--- config.mk ---
export PLATFORM = sky130hd
export DESIGN_NAME = laser_aurora_tx_framer
export DESIGN_NICKNAME = d
export VERILOG_FILES = /design/src/rtl/laser_aurora_pkg.sv /design/src/rtl/laser_aurora_tx_framer_skid.sv /design/src/rtl/laser_aurora_tx_framer.sv
export SDC_FILE = /design/constraint.sdc
export NUM_CORES = 1
export LEC_CHECK = 0
export BUFFER_PORTS_ARGS = -buffer_cell sky130_fd_sc_hd__buf_2
export CELL_PAD_IN_SITES_DETAIL_PLACEMENT = 0
export CELL_PAD_IN_SITES_GLOBAL_PLACEMENT = 1
export CORE_UTILIZATION = 30
export DETAILED_ROUTE_END_ITERATION = 12
export PLACE_DENSITY = 0.55
export SYNTH_ARGS = -nofsm -noshare
export SYNTH_HDL_FRONTEND = slang
export SYNTH_SLANG_ARGS = --single-unit
--- constraint.sdc ---
create_clock -name clk_i -period 2.6 [get_ports clk_i]
set_input_delay 0.52 -clock clk_i [delete_from_list [all_inputs] [get_ports clk_i]]
set_output_delay 0.52 -clock clk_i [all_outputs]
set_load 0.1 [all_outputs]
--- src/rtl/laser_aurora_pkg.sv ---
// Shared types and frame field helpers for the aurora TX framer.
package laser_aurora_pkg;

  typedef enum logic [2:0] {
    ST_IDLE,
    ST_HEAD,
    ST_DATA,
    ST_TAIL,
    ST_DRAIN
  } tx_state_e;

  localparam int LEN_W        = 11;
  localparam int HDR_TAG_LSB  = 16;
  localparam int TAIL_SEQ_LSB = 16;

  function automatic logic [31:0] mk_header(input logic [15:0] tag, input logic [LEN_W-1:0] len);
    return (32'(tag) << HDR_TAG_LSB) | 32'(len);
  endfunction

  function automatic logic [31:0] mk_tail(input logic [15:0] seq, input logic [15:0] chk);
    return (32'(seq) << TAIL_SEQ_LSB) | 32'(chk);
  endfunction

  function automatic logic [15:0] fold16(input logic [31:0] w);
    return w[31:16] ^ w[15:0];
  endfunction

endpackage

--- src/rtl/laser_aurora_tx_framer_skid.sv ---
// 2-entry in-order buffer; entry 0 is always the head.
module tx_skid_buf #(
  parameter int W = 32
) (
  input  logic         gclk,
  input  logic         grst_n,
  input  logic         flush,
  input  logic         push,
  input  logic         pop,
  input  logic [W-1:0] din,
  output logic [W-1:0] dout,
  output logic [1:0]   occ
);
  logic [1:0][W-1:0] mem;

  // Pop is only issued with occ != 0, push only with room, so no overflow case exists.
  always_ff @(posedge gclk or negedge grst_n) begin
    if (!grst_n) begin
      mem <= '0;
      occ <= '0;
    end else if (flush) begin
      occ <= '0;
    end else begin
      unique case ({push, pop})
        2'b10: begin
          mem[occ[0]] <= din;
          occ         <= occ + 2'd1;
        end
        2'b01: begin
          mem[0] <= mem[1];
          occ    <= occ - 2'd1;
        end
        2'b11: begin
          if (occ[1]) begin
            mem[0] <= mem[1];
            mem[1] <= din;
          end else begin
            mem[0] <= din;
          end
        end
        default: ;
      endcase
    end
  end

  assign dout = mem[0];

endmodule

--- src/rtl/laser_aurora_tx_framer.sv ---
// Drains the laser-word FIFO into header/data/tail frames on the Aurora TX stream,
// aborting and draining the frame's remaining words if the channel drops.
module laser_aurora_tx_framer
  import laser_aurora_pkg::*;
#(
  parameter real         TCQ         = 0.1,
  parameter int          BURST_LEN   = 64,
  parameter int          TIMEOUT_CYC = 1024,
  parameter logic [15:0] FRAME_HEAD  = 16'h55AA
) (
  input  logic        clk_i,
  input  logic        rst_n_i,
  input  logic        enable_i,
  input  logic        channel_up_i,
  output logic        fifo_rd_en_o,
  input  logic [31:0] fifo_dout_i,
  input  logic        fifo_empty_i,
  input  logic [10:0] fifo_rd_count_i,
  output logic [31:0] m_axi_tx_tdata_o,
  output logic        m_axi_tx_tvalid_o,
  output logic        m_axi_tx_tlast_o,
  input  logic        m_axi_tx_tready_i,
  output logic [15:0] frame_cnt_o,
  output logic [15:0] abort_cnt_o
);
  localparam int               TW    = $clog2(TIMEOUT_CYC + 1);
  localparam logic [LEN_W-1:0] BURST = LEN_W'(BURST_LEN);
  localparam logic [TW-1:0]    TMO   = TW'(TIMEOUT_CYC);

  // Registers are modelled with zero delay; TCQ only exists for the legacy sim flow.
  if (TCQ < 0.0) begin : g_tcq_unused
  end

  tx_state_e        state, state_nxt;
  logic [LEN_W-1:0] len, req_cnt, rem, start_len;
  logic [TW-1:0]    timer;
  logic [15:0]      chk, seq;
  logic             rd_inflight, full_burst, start, have_word, xfer, room, want;
  logic             skid_push, skid_pop, skid_flush;
  logic [1:0]       skid_occ;
  logic [31:0]      skid_dout, cur_word;

  assign full_burst = fifo_rd_count_i >= BURST;
  assign start      = enable_i && channel_up_i &&
                      (full_burst || (!fifo_empty_i && timer == TMO));
  assign start_len  = full_burst ? BURST :
                      (fifo_rd_count_i == '0) ? LEN_W'(1) : fifo_rd_count_i;

  // A word popped last cycle is on fifo_dout now and bypasses the empty skid buffer.
  assign have_word  = (skid_occ != 2'd0) || rd_inflight;
  assign cur_word   = (skid_occ != 2'd0) ? skid_dout : fifo_dout_i;

  always_comb begin
    m_axi_tx_tvalid_o = 1'b0;
    m_axi_tx_tlast_o  = 1'b0;
    m_axi_tx_tdata_o  = '0;
    unique case (state)
      ST_HEAD: begin
        m_axi_tx_tvalid_o = channel_up_i;
        m_axi_tx_tdata_o  = mk_header(FRAME_HEAD, len);
      end
      ST_DATA: begin
        m_axi_tx_tvalid_o = channel_up_i && have_word;
        m_axi_tx_tdata_o  = cur_word;
      end
      ST_TAIL: begin
        m_axi_tx_tvalid_o = channel_up_i;
        m_axi_tx_tlast_o  = 1'b1;
        m_axi_tx_tdata_o  = mk_tail(seq, chk);
      end
      default: ;
    endcase
  end

  assign xfer = m_axi_tx_tvalid_o && m_axi_tx_tready_i;

  assign room = ({1'b0, skid_occ} + {2'b0, rd_inflight}) < 3'd2;
  assign want = (req_cnt < len) && !fifo_empty_i;
  assign fifo_rd_en_o = (((state == ST_HEAD) || (state == ST_DATA)) && room && want) ||
                        ((state == ST_DRAIN) && want);

  assign skid_push  = rd_inflight &&
                      ((state == ST_HEAD) ||
                       ((state == ST_DATA) && !((skid_occ == 2'd0) && xfer)));
  assign skid_pop   = (state == ST_DATA) && xfer && (skid_occ != 2'd0);
  assign skid_flush = (state == ST_DRAIN);

  tx_skid_buf #(.W(32)) u_skid (
    .gclk   (clk_i),
    .grst_n (rst_n_i),
    .flush  (skid_flush),
    .push   (skid_push),
    .pop    (skid_pop),
    .din    (fifo_dout_i),
    .dout   (skid_dout),
    .occ    (skid_occ)
  );

  always_ff @(posedge clk_i or negedge rst_n_i) begin
    if (!rst_n_i) state <= ST_IDLE;
    else          state <= state_nxt;
  end

  always_comb begin
    state_nxt = state;
    unique case (state)
      ST_IDLE:  if (start) state_nxt = ST_HEAD;
      ST_HEAD:  if (!channel_up_i) state_nxt = ST_DRAIN;
                else if (xfer)     state_nxt = ST_DATA;
      ST_DATA:  if (!channel_up_i)              state_nxt = ST_DRAIN;
                else if (xfer && rem == LEN_W'(1)) state_nxt = ST_TAIL;
      ST_TAIL:  if (!channel_up_i) state_nxt = ST_DRAIN;
                else if (xfer)     state_nxt = ST_IDLE;
      // Leave only once every word of the frame has been popped and has landed.
      ST_DRAIN: if ((req_cnt == len) && !rd_inflight) state_nxt = ST_IDLE;
      default:  state_nxt = ST_IDLE;
    endcase
  end

  always_ff @(posedge clk_i or negedge rst_n_i) begin
    if (!rst_n_i) begin
      rd_inflight <= 1'b0;
      len         <= '0;
      req_cnt     <= '0;
      rem         <= '0;
      timer       <= '0;
      chk         <= '0;
      seq         <= '0;
      frame_cnt_o <= '0;
      abort_cnt_o <= '0;
    end else begin
      rd_inflight <= fifo_rd_en_o;
      if (fifo_rd_en_o) req_cnt <= req_cnt + LEN_W'(1);
      if (state == ST_IDLE) begin
        if (start) begin
          len     <= start_len;
          rem     <= start_len;
          req_cnt <= '0;
          chk     <= '0;
          timer   <= '0;
        end else if (fifo_empty_i) begin
          timer <= '0;
        end else if (timer != TMO) begin
          timer <= timer + TW'(1);
        end
      end
      if ((state == ST_DATA) && xfer) begin
        rem <= rem - LEN_W'(1);
        chk <= chk ^ fold16(cur_word);
      end
      if ((state == ST_TAIL) && xfer) begin
        frame_cnt_o <= frame_cnt_o + 16'd1;
        seq         <= seq + 16'd1;
      end
      if ((state == ST_DRAIN) && (state_nxt == ST_IDLE)) begin
        abort_cnt_o <= abort_cnt_o + 16'd1;
        seq         <= seq + 16'd1;
      end
    end
  end

endmodule

# Yosys cells after proc, flatten, opt, wreduce, memory -nomap -nowiden
# Cells that the tools add are included.
# word_totals
wordCells,126
register_bits,178
output_inout_bits,67
# classes
addsub,9
n_mux,38
order_cmp,5
n_eq_ne,12
reduce_logical,45
bitwise_logic,4
# op_table
op,count
$pmux W32 S3,2
$mux W32,4
$mux W11,11
$mux W16,5
$bwmux W64,1
$pmux W32 S2,1
$add A16 B1 Y16 const B,3
$demux W32 S1,1
$or A32 B16 Y32,1
$xor A16 B16 Y16,2
$mux W3,8
$add A11 B1 Y11 const B,2
$logic_and A1 B1 Y1,19
$pmux W3 S5,1
$eq A11 B1 Y1 const B,1
$eq A11 B11 Y1,1
$eq A11 B11 Y1 const B,1
$ge A11 B7 Y1 const B,1
$logic_not A11 Y1,1
$lt A11 B11 Y1,1
$ne A11 B11 Y1 const B,1
$sub A11 B1 Y11 const B,1
$reduce_bool A2 Y1,5
$reduce_bool A3 Y1,3
24 further kinds,36

# Longest topological paths before layout
# Gate-level depths: netlist of the first run.
# depth
word_depth,13
ltp_mapped,8
mapped_depth_nobuf,7

# By module
# Synthesis of the first run repeated with hierarchy kept, for this count alone.
# hier_totals
hier_cells,1024
hier_area_um2,9948.3
# by_module_without_submodules
mod,n_inst,cells_each,area_each_um2
laser_aurora_tx_framer,1,766,6965.4
tx_skid_buf,1,258,2982.9

# Least setup slack after synthesis of the first run
# Ideal clock, no wire load.
# synth_timing
kind,reg-to-output
startpoint,register u_skid.occ[1]
endpoint,output m_axi_tx_tdata_o[12]
path_stages_with_launch,6
required_ps,2080
path_slack_ps,-1413
arrival_time_ps,3493
n_path_buf,2
cell_sequence,dfrtp_1 > nor2_1 > clkbuf_1 > buf_2 > mux2i_1 > o21ai_0
# synth_between
elab_chain_len,3
# synth_lines
item,line_no,text
start: declaration,laser_aurora_tx_framer_skid.sv:12,output logic [1:0] occ
start signal: assignment,laser_aurora_tx_framer_skid.sv:27,occ <= occ + 2'd1;
start signal: assignment,laser_aurora_tx_framer_skid.sv:31,occ <= occ - 2'd1;
$reduce_bool A2 Y1,laser_aurora_tx_framer.sv:51,assign cur_word = (skid_occ != 2'd0) ? skid_dout : fifo_dout_i;
$mux W32,laser_aurora_tx_framer.sv:51,
$pmux W32 S3,laser_aurora_tx_framer.sv:57,unique case (state)
end: declaration,laser_aurora_tx_framer.sv:19,"output logic [31:0] m_axi_tx_tdata_o,"
# No other way between the ends.

# Final worst setup path of the first run
# layout_timing
startpoint,register u_skid.occ[0]
endpoint,output m_axi_tx_tdata_o[9]
# Same word-level chain as after synthesis.

==> results of run 1 <==
==> cell type report <==
class,instances,area share (%)
multi-input combinational,755,42.8
sequential,178,33.9
timing repair buffer,180,13.8
tap,435,4.14
clock buffer,17,3.24
clock inverter,13,1.50
inverter,23,0.657
==> layer usage <==
layer | vias up | GRT usage [%] | part of all wire, %
met4 | 0 | 4.44 | 0.85
met3 | 13 | 2.79 | 2.9
met2 | 139 | 28.8 | 47
met5 | - | 0 | 0
met1 | 3978 | 26.0 | 49
li1 | 3870 | - | -
==> worst register-to-register path, cell delays in order (launching register included) <==
cell,delay [ns]
dfrtp_2,0.44
buf_12,0.17
nor2b_1,0.19
buf_6,0.23
buf_4,0.19
nand4_1,0.19
or2_2,0.36
nor4_1,0.25
mux2i_1,0.22
==> state kept, by name (all words and copies together) (netlist names) <==
name / cells
len: 11
req_cnt: 11
rd_inflight: 1
u_skid.occ: 2
state: 3
u_skid.mem: 32
u_skid.dout: 32
chk: 16
rem: 11
abort_cnt_o: 16
seq: 16
timer: 11
frame_cnt_o: 16
==> repair_timing <==
action | CTS | global route
gates resized for setup | 68 | 49
setup buffers | 2 | 18
gates cloned | 1 | 1
setup endpoints to repair | 27 | 33
pin swaps | 3 | 27
==> final timing paths <==
path                                         start             endpoint  slack, ns  cells past startpoint
worst max-delay path                 u_skid.occ[0]  m_axi_tx_tdata_o[9]     -0.002                      6
worst max register to register            state[0]               rem[7]       0.27                      8
worst min register to register     abort_cnt_o[15]      abort_cnt_o[15]       0.47                      1
worst min-delay path                       rst_n_i      u_skid.dout[29]       0.03                      1
max in group asynchronous                  rst_n_i       abort_cnt_o[9]       1.82                      2
min in group clk_i              fifo_rd_count_i[2]               len[2]       0.37                      2
==> metrics by stage <==
| step | TNS [ns] | hold slack, ns | total power [mW] |
|---|---|---|---|
| 2_1_floorplan | -0.140 | 0.224 | 6.52 |
| 3_3_place_gp | 0 | 0.456 | 7.83 |
| 3_5_place_dp | 0 | 0.459 | 7.85 |
| 4_1_cts | -0.499 | 0.0382 | 11.1 |
| 5_1_grt | -0.664 | 0.0527 | 12.2 |
| 6_report | -0.00213 | 0.0307 | 11.5 |
==> report_power, final <==
part / internal [mW] / leakage [nW] / switching, mW
clock network: 1.62 / 0.295 / 1.19
registers: 3.34 / 2.38 / 0.602
logic: 2.13 / 3.35 / 2.66
==> cells by family (layout without fill, tap and decap cells) <==
| group | after synthesis | after routing | share of synthesized area [%] |
|---|---|---|---|
| mux | 94 | 94 | 10.4 |
| simple gates | 365 | 365 | 18.0 |
| fa+ha+maj | 19 | 19 | 2.43 |
| flops | 178 | 178 | 45.6 |
| xor+xnor | 83 | 83 | 7.44 |
| compound gates | 194 | 194 | 12.9 |
| buf+inv | 72 | 233 | 3.30 |
==> cell usage in the layout (no fill, tap or decap), types with 7 or more instances in the layout <==
cell,Yosys,layout
nand4_1,19,19
a31oi_1,18,17
nor2_2,0,10
a21oi_1,23,12
nor3_1,17,9
or4_1,8,8
a22oi_1,43,32
nor3b_1,7,7
dfrtp_1,178,174
nand2b_1,7,7
buf_4,8,45
mux2i_1,37,28
nor2_1,100,86
nand3_1,34,33
inv_1,23,21
and3_1,12,12
nand2_1,118,116
buf_2,12,79
xnor2_1,18,18
mux2_2,57,42
ha_1,19,17
buf_12,0,46
xor2_1,65,65
o21ai_0,72,57
a21oi_4,0,10
nor4_1,7,7
nor3_4,0,8
nor2b_1,7,7
o21ai_4,0,10
o31ai_1,7,7
clkbuf_16,0,18
mux2_4,0,15
a22oi_2,0,11
==> results.txt, run 1 <==
N_diodes = 0
Site Rows = 65
Mapped Cells = 1,005
Die W = 182 um
Synth area leader = dfrtp_1
Hold Fails Final Rpt = 0
Final setup viols = 1
Antenna violations before repair = 0
Number of flops mapped to enable cells by yosys = 0
Peak Freq = 384 MHz
Most used cell along the critical path = buf_12
WL per Instance = 18.4 um
Ys async rst share = 100%
Failing checks = negative setup slack
Commonest cells post-synth = 178 x dfrtp_1, 118 x nand2_1, 100 x nor2_1
Worst Setup End Kind = primary output
Mapped cell area = 9770 sq um
Setup WS pre-CTS = 0.242 ns
Worst Path Required = 2.08 ns
Fill cells = 3,085
CP Max Fanout = 7
Worst setup margin = -0.00213 ns
RD Place Congestion = 0.768
Hold buffers post-CTS = 0
Cell variety after synth = 64
Fin Clk Skew = 0.0206 ns
Net count reported at finish = 1,223
Clock tree buffer depth = 2
Dpl cell area = 11,800 sq um
DRT Pass-1 Iters = 5
Final Cell Area = 13,200 sq um
FF/Latch Area = 4460 sq um
DRT antenna net count = 0
Largest net degree at the start of global routing = 65
Sequential-to-total area share from yosys stat = 45.6%
I/O Buffers = 115
H-tree levels = 4
Cell with the most instances after synthesis = dfrtp_1
Delay-heaviest family, CP = flip-flops
Layout Cells excl Fill = 1,601
Via density = 5.00
Arr. time, crit path = 2.08 ns
Post-route minimum period = 2.60 ns
RSZ-0062 raised after global routing = yes
Vias in the first global route = 7,907
Full die area = 33,300 sq um
Maximum vdd ir drop = 423 uV
Starting Density = 30.7%
Final Cycle Share = 100%
Die H = 182 um
Relative slew slack = 57.5%
DRT iter0 DRCs = 395
First-pass GRT wire length = 46,600 um
Cell area power density = 878 nW/um^2
Tightest Pin Transition = 0.637 ns
DRC = 0
Multi-input logic area = 5630 sq um
Worst Path Buf+Inv = 2
CP max stage delay = 0.40 ns
Synth Warn # = 0
Predominant post-synthesis flop cell = dfrtp_1
Share of cells above drive strength 1 = 31.2%
Top-area cell type share of the netlist area = 45.6%
Final WL = 29,500 um
Leak pwr = 6.03 nW
Post-DP HPWL = 20,600 um
Maxcap violations = 0
TritonCTS clock tree = done
Flops & latches, synth = 178
Clock Sinks = 178
Crit path cell chain = nor2_4, buf_12, mux2_2, a22oi_2, nor2_2, buf_12
Gr ovfl total = 0
Syn_nets = 1,073
Critical Path Slowest Stage Cell = dfrtp_1
GR Util All Layers = 18.3%
HP Class = input pin to asynchronous set/reset pin
Core Area = 31,800 sq um
Final core utilization = 41.4%
Syn Area/Cell = 9.72 sq um
Status = finished with violations
DP Cell Count = 1,549
IO Count = 116
Crit Path Class = register to primary output
Via total after detailed routing = 8,000
Clk slew on worst S/H paths = 0.07 ns
Clock latency on the worst-skew pair = 0.44 ns
CTS buffer count = 17
CP Launch Type = register
Slew Viols, Final = 0
Top cells by area, synth = dfrtp_1 46%, mux2_2 6.6%, xor2_1 5.8%
Root Buffer = clkbuf_16
Area grow syn2layout = 34.6%
No activity file was read; power rests on OpenSTA's default activity.
==> inputs of run 2 (changes only) <==
==> constraint.sdc (replaced) <==
create_clock -name clk_i -period 2.6 [get_ports clk_i]
set_input_delay 0.65 -clock clk_i [delete_from_list [all_inputs] [get_ports clk_i]]
set_output_delay 0.65 -clock clk_i [all_outputs]
set_load 0.1 [all_outputs]
==> results.txt, run 2 (synthesis gave the netlist of run 1 again) <==
Starting Density = 30.7% (unchanged)
Critical Path Slowest Stage Cell = dfrtp_1 (unchanged)
R2R Path End = u_skid.dout[7] (was rem[7])
Site Rows = 65 (unchanged)
Largest net degree at the start of global routing = 58 (was 65)
Worst Path Buf+Inv = 4 (was 2)
RD Place Congestion = 0.789 (was 0.768)
TritonCTS clock tree = done (unchanged)
Commonest non-fill, non-tap cell in the layout = dfrtp_1 (unchanged)
Cell area power density = 859 nW/um^2 (was 878 nW/um^2)
TNS Setup = -3.04 ns (was -0.00213 ns)
Final WL = 30,000 um (was 29,500 um)
Tightest Pin Transition = 0.725 ns (was 0.637 ns)
DRT antenna net count = 0 (unchanged)
RSZ-0062 raised after global routing = yes (unchanged)
Hold Fails Final Rpt = 0 (unchanged)
DRC = 0 (unchanged)
DRT Pass-1 Iters = 5 (unchanged)
Delay-heaviest family, CP = buffers and inverters (was flip-flops)
Die W = 182 um (unchanged)
IO Count = 116 (unchanged)
Arr. time, crit path = 2.12 ns (was 2.08 ns)
Relative slew slack = 51.6% (was 57.5%)
Via density = 4.97 (was 5.00)
Reg2Reg Setup Slack = 0.18 ns (was 0.27 ns)
First-pass GRT wire length = 47,600 um (was 46,600 um)
Full die area = 33,300 sq um (unchanged)
Final Cycle Share = 107% (was 100%)
HP Class = input pin to asynchronous set/reset pin (unchanged)
Crit Path Class = register to primary output (unchanged)
Leak pwr = 6.20 nW (was 6.03 nW)
Status = finished with violations (unchanged)
H-tree levels = 4 (unchanged)
Clock tree buffer depth = 2 (unchanged)
DRT iter0 DRCs = 445 (was 395)
Die H = 182 um (unchanged)
Via total after detailed routing = 8,118 (was 8,000)
Clk slew on worst S/H paths = 0.08 ns (was 0.07 ns)
GR Util All Layers = 18.6% (was 18.3%)
Reg2reg path depth = 10 (was 8)
Reg2reg start = u_skid.occ[0] (was state[0])
Maxcap violations = 0 (unchanged)
Peak Freq = 360 MHz (was 384 MHz)
I/O Buffers = 115 (unchanged)
CP max stage delay = 0.41 ns (was 0.40 ns)
Most frequent cells in the layout = 174 x dfrtp_1, 117 x nand2_1, 85 x nor2_1 (was 174 x dfrtp_1, 116 x nand2_1, 86 x nor2_1)
Final core utilization = 42.8% (was 41.4%)
Net count reported at finish = 1,255 (was 1,223)
Slew Viols, Final = 0 (unchanged)
Antenna violations before repair = 0 (unchanged)
Worst Path Required = 1.95 ns (was 2.08 ns)
Maximum vdd ir drop = 430 uV (was 423 uV)
Hold buffers post-CTS = 0 (unchanged)
Worst setup margin = -0.174 ns (was -0.00213 ns)
CTS buffer count = 17 (unchanged)
Clock Sinks = 178 (unchanged)
Clock latency on the worst-skew pair = 0.45 ns (was 0.44 ns)
PnR Total Power = 11.7 mW (was 11.5 mW)
Post-route minimum period = 2.77 ns (was 2.60 ns)
Core Area = 31,800 sq um (unchanged)
Worst Setup End Kind = primary output (unchanged)
Post-DP HPWL = 20,700 um (was 20,600 um)
Failing checks = negative setup slack (unchanged)
Area grow syn2layout = 39.2% (was 34.6%)
CP Max Fanout = 5 (was 7)
Vias in the first global route = 8,042 (was 7,907)
Fin Clk Skew = 0.0117 ns (was 0.0206 ns)
CP Launch Type = register (unchanged)
Most used cell along the critical path = nor2_4 (was buf_12)
N_diodes = 0 (unchanged)
Final setup viols = 30 (was 1)
Root Buffer = clkbuf_16 (unchanged)
Gr ovfl total = 0 (unchanged)
WL per Instance = 18.3 um (was 18.4 um)
Crit path cell chain = nor2_4, buf_6, buf_16, mux2_4, a22oi_2, buf_4, nor2_4, buf_12 (was nor2_4, buf_12, mux2_2, a22oi_2, nor2_2, buf_12)
Share of cells above drive strength 1 = 34.4% (was 31.2%)
## run 2: changes by cell type in the layout (fill, tap and decap cells not counted), sizes merged
cell and change:
clkinv +3, inv +6, clkinvlp -3, clkbuf -1, bufinv -4, buf +33
## run 2: where the power goes
group / internal, mW / total, mW / leakage [nW] / switching, mW
sequential: 3.34 / 3.96 / 2.38 / 0.614
combinational: 2.37 / 5.17 / 3.54 / 2.79
clock: 1.27 / 2.57 / 0.280 / 1.29
total: 6.99 / 11.7 / 6.20 / 4.70
## run 2: metrics by stage
stage / setup WS (ns) / hold WS (ns) / instances / cell area, sq um
finish: -0.174 / 0.171 / 1635 / 13600
global route: -0.257 / 0.200 / 1635 / 13600
CTS: -0.214 / 0.193 / 1620 / 13400
detailed placement: -0.120 / 0.459 / 1563 / 12100
global placement: -0.00271 / 0.456 / 1563 / 12100
floorplan: 0.0181 / 0.354 / 1005 / 10100
## run 2: metal layers
layer  GRT usage [%]  wire (um)  vias up
li1                -          -     3942
met3            3.01        920       17
met5               0          0        -
met4            4.61        324        0
met2            29.7      14300      139
met1            26.2      14400     4020
## run 2: layout make-up
type                            instances  area (sq um)
Clock buffer                           17           425
Clock inverter                         15           135
Fill cell                            3110         18200
Inverter                               23          86.3
Multi-Input combinational cell        755          5820
Sequential cell                       178          4460
Tap cell                              435           544
Timing Repair Buffer                  212          2130
## run 2: worst register-to-register path: stages, from the launching register on
cell     delay [ns]
dfrtp_1        0.41
nor2_4         0.18
buf_6          0.14
buf_4          0.11
buf_6          0.10
buf_16         0.14
buf_6          0.15
nor2_1         0.08
a21oi_4        0.60
buf_12         0.27
o21ai_0        0.12
## run 2: worst max path at each step
stage / endpoint / cells after the start / slack [ns] / from
detailed placement: u_skid.dout[7] / 7 / -0.12 / channel_up_i
CTS: m_axi_tx_tdata_o[1] / 6 / -0.21 / u_skid.occ[1]
floorplan: m_axi_tx_tdata_o[21] / 5 / 0.02 / u_skid.occ[1]
global placement: u_skid.dout[8] / 7 / -0.003 / channel_up_i
finish: m_axi_tx_tdata_o[8] / 8 / -0.17 / u_skid.occ[0]
global route: m_axi_tx_tdata_o[8] / 8 / -0.26 / u_skid.occ[0]
## run 2: repair_timing
item / CTS / global route
resized for setup: 115 / 24
pin swaps: 27 / 13
cloned: 4 / 0
endpoints found under the hold margin: 0 / 0
buffers inserted: 21 / 16
endpoints found under the setup margin: 34 / 53
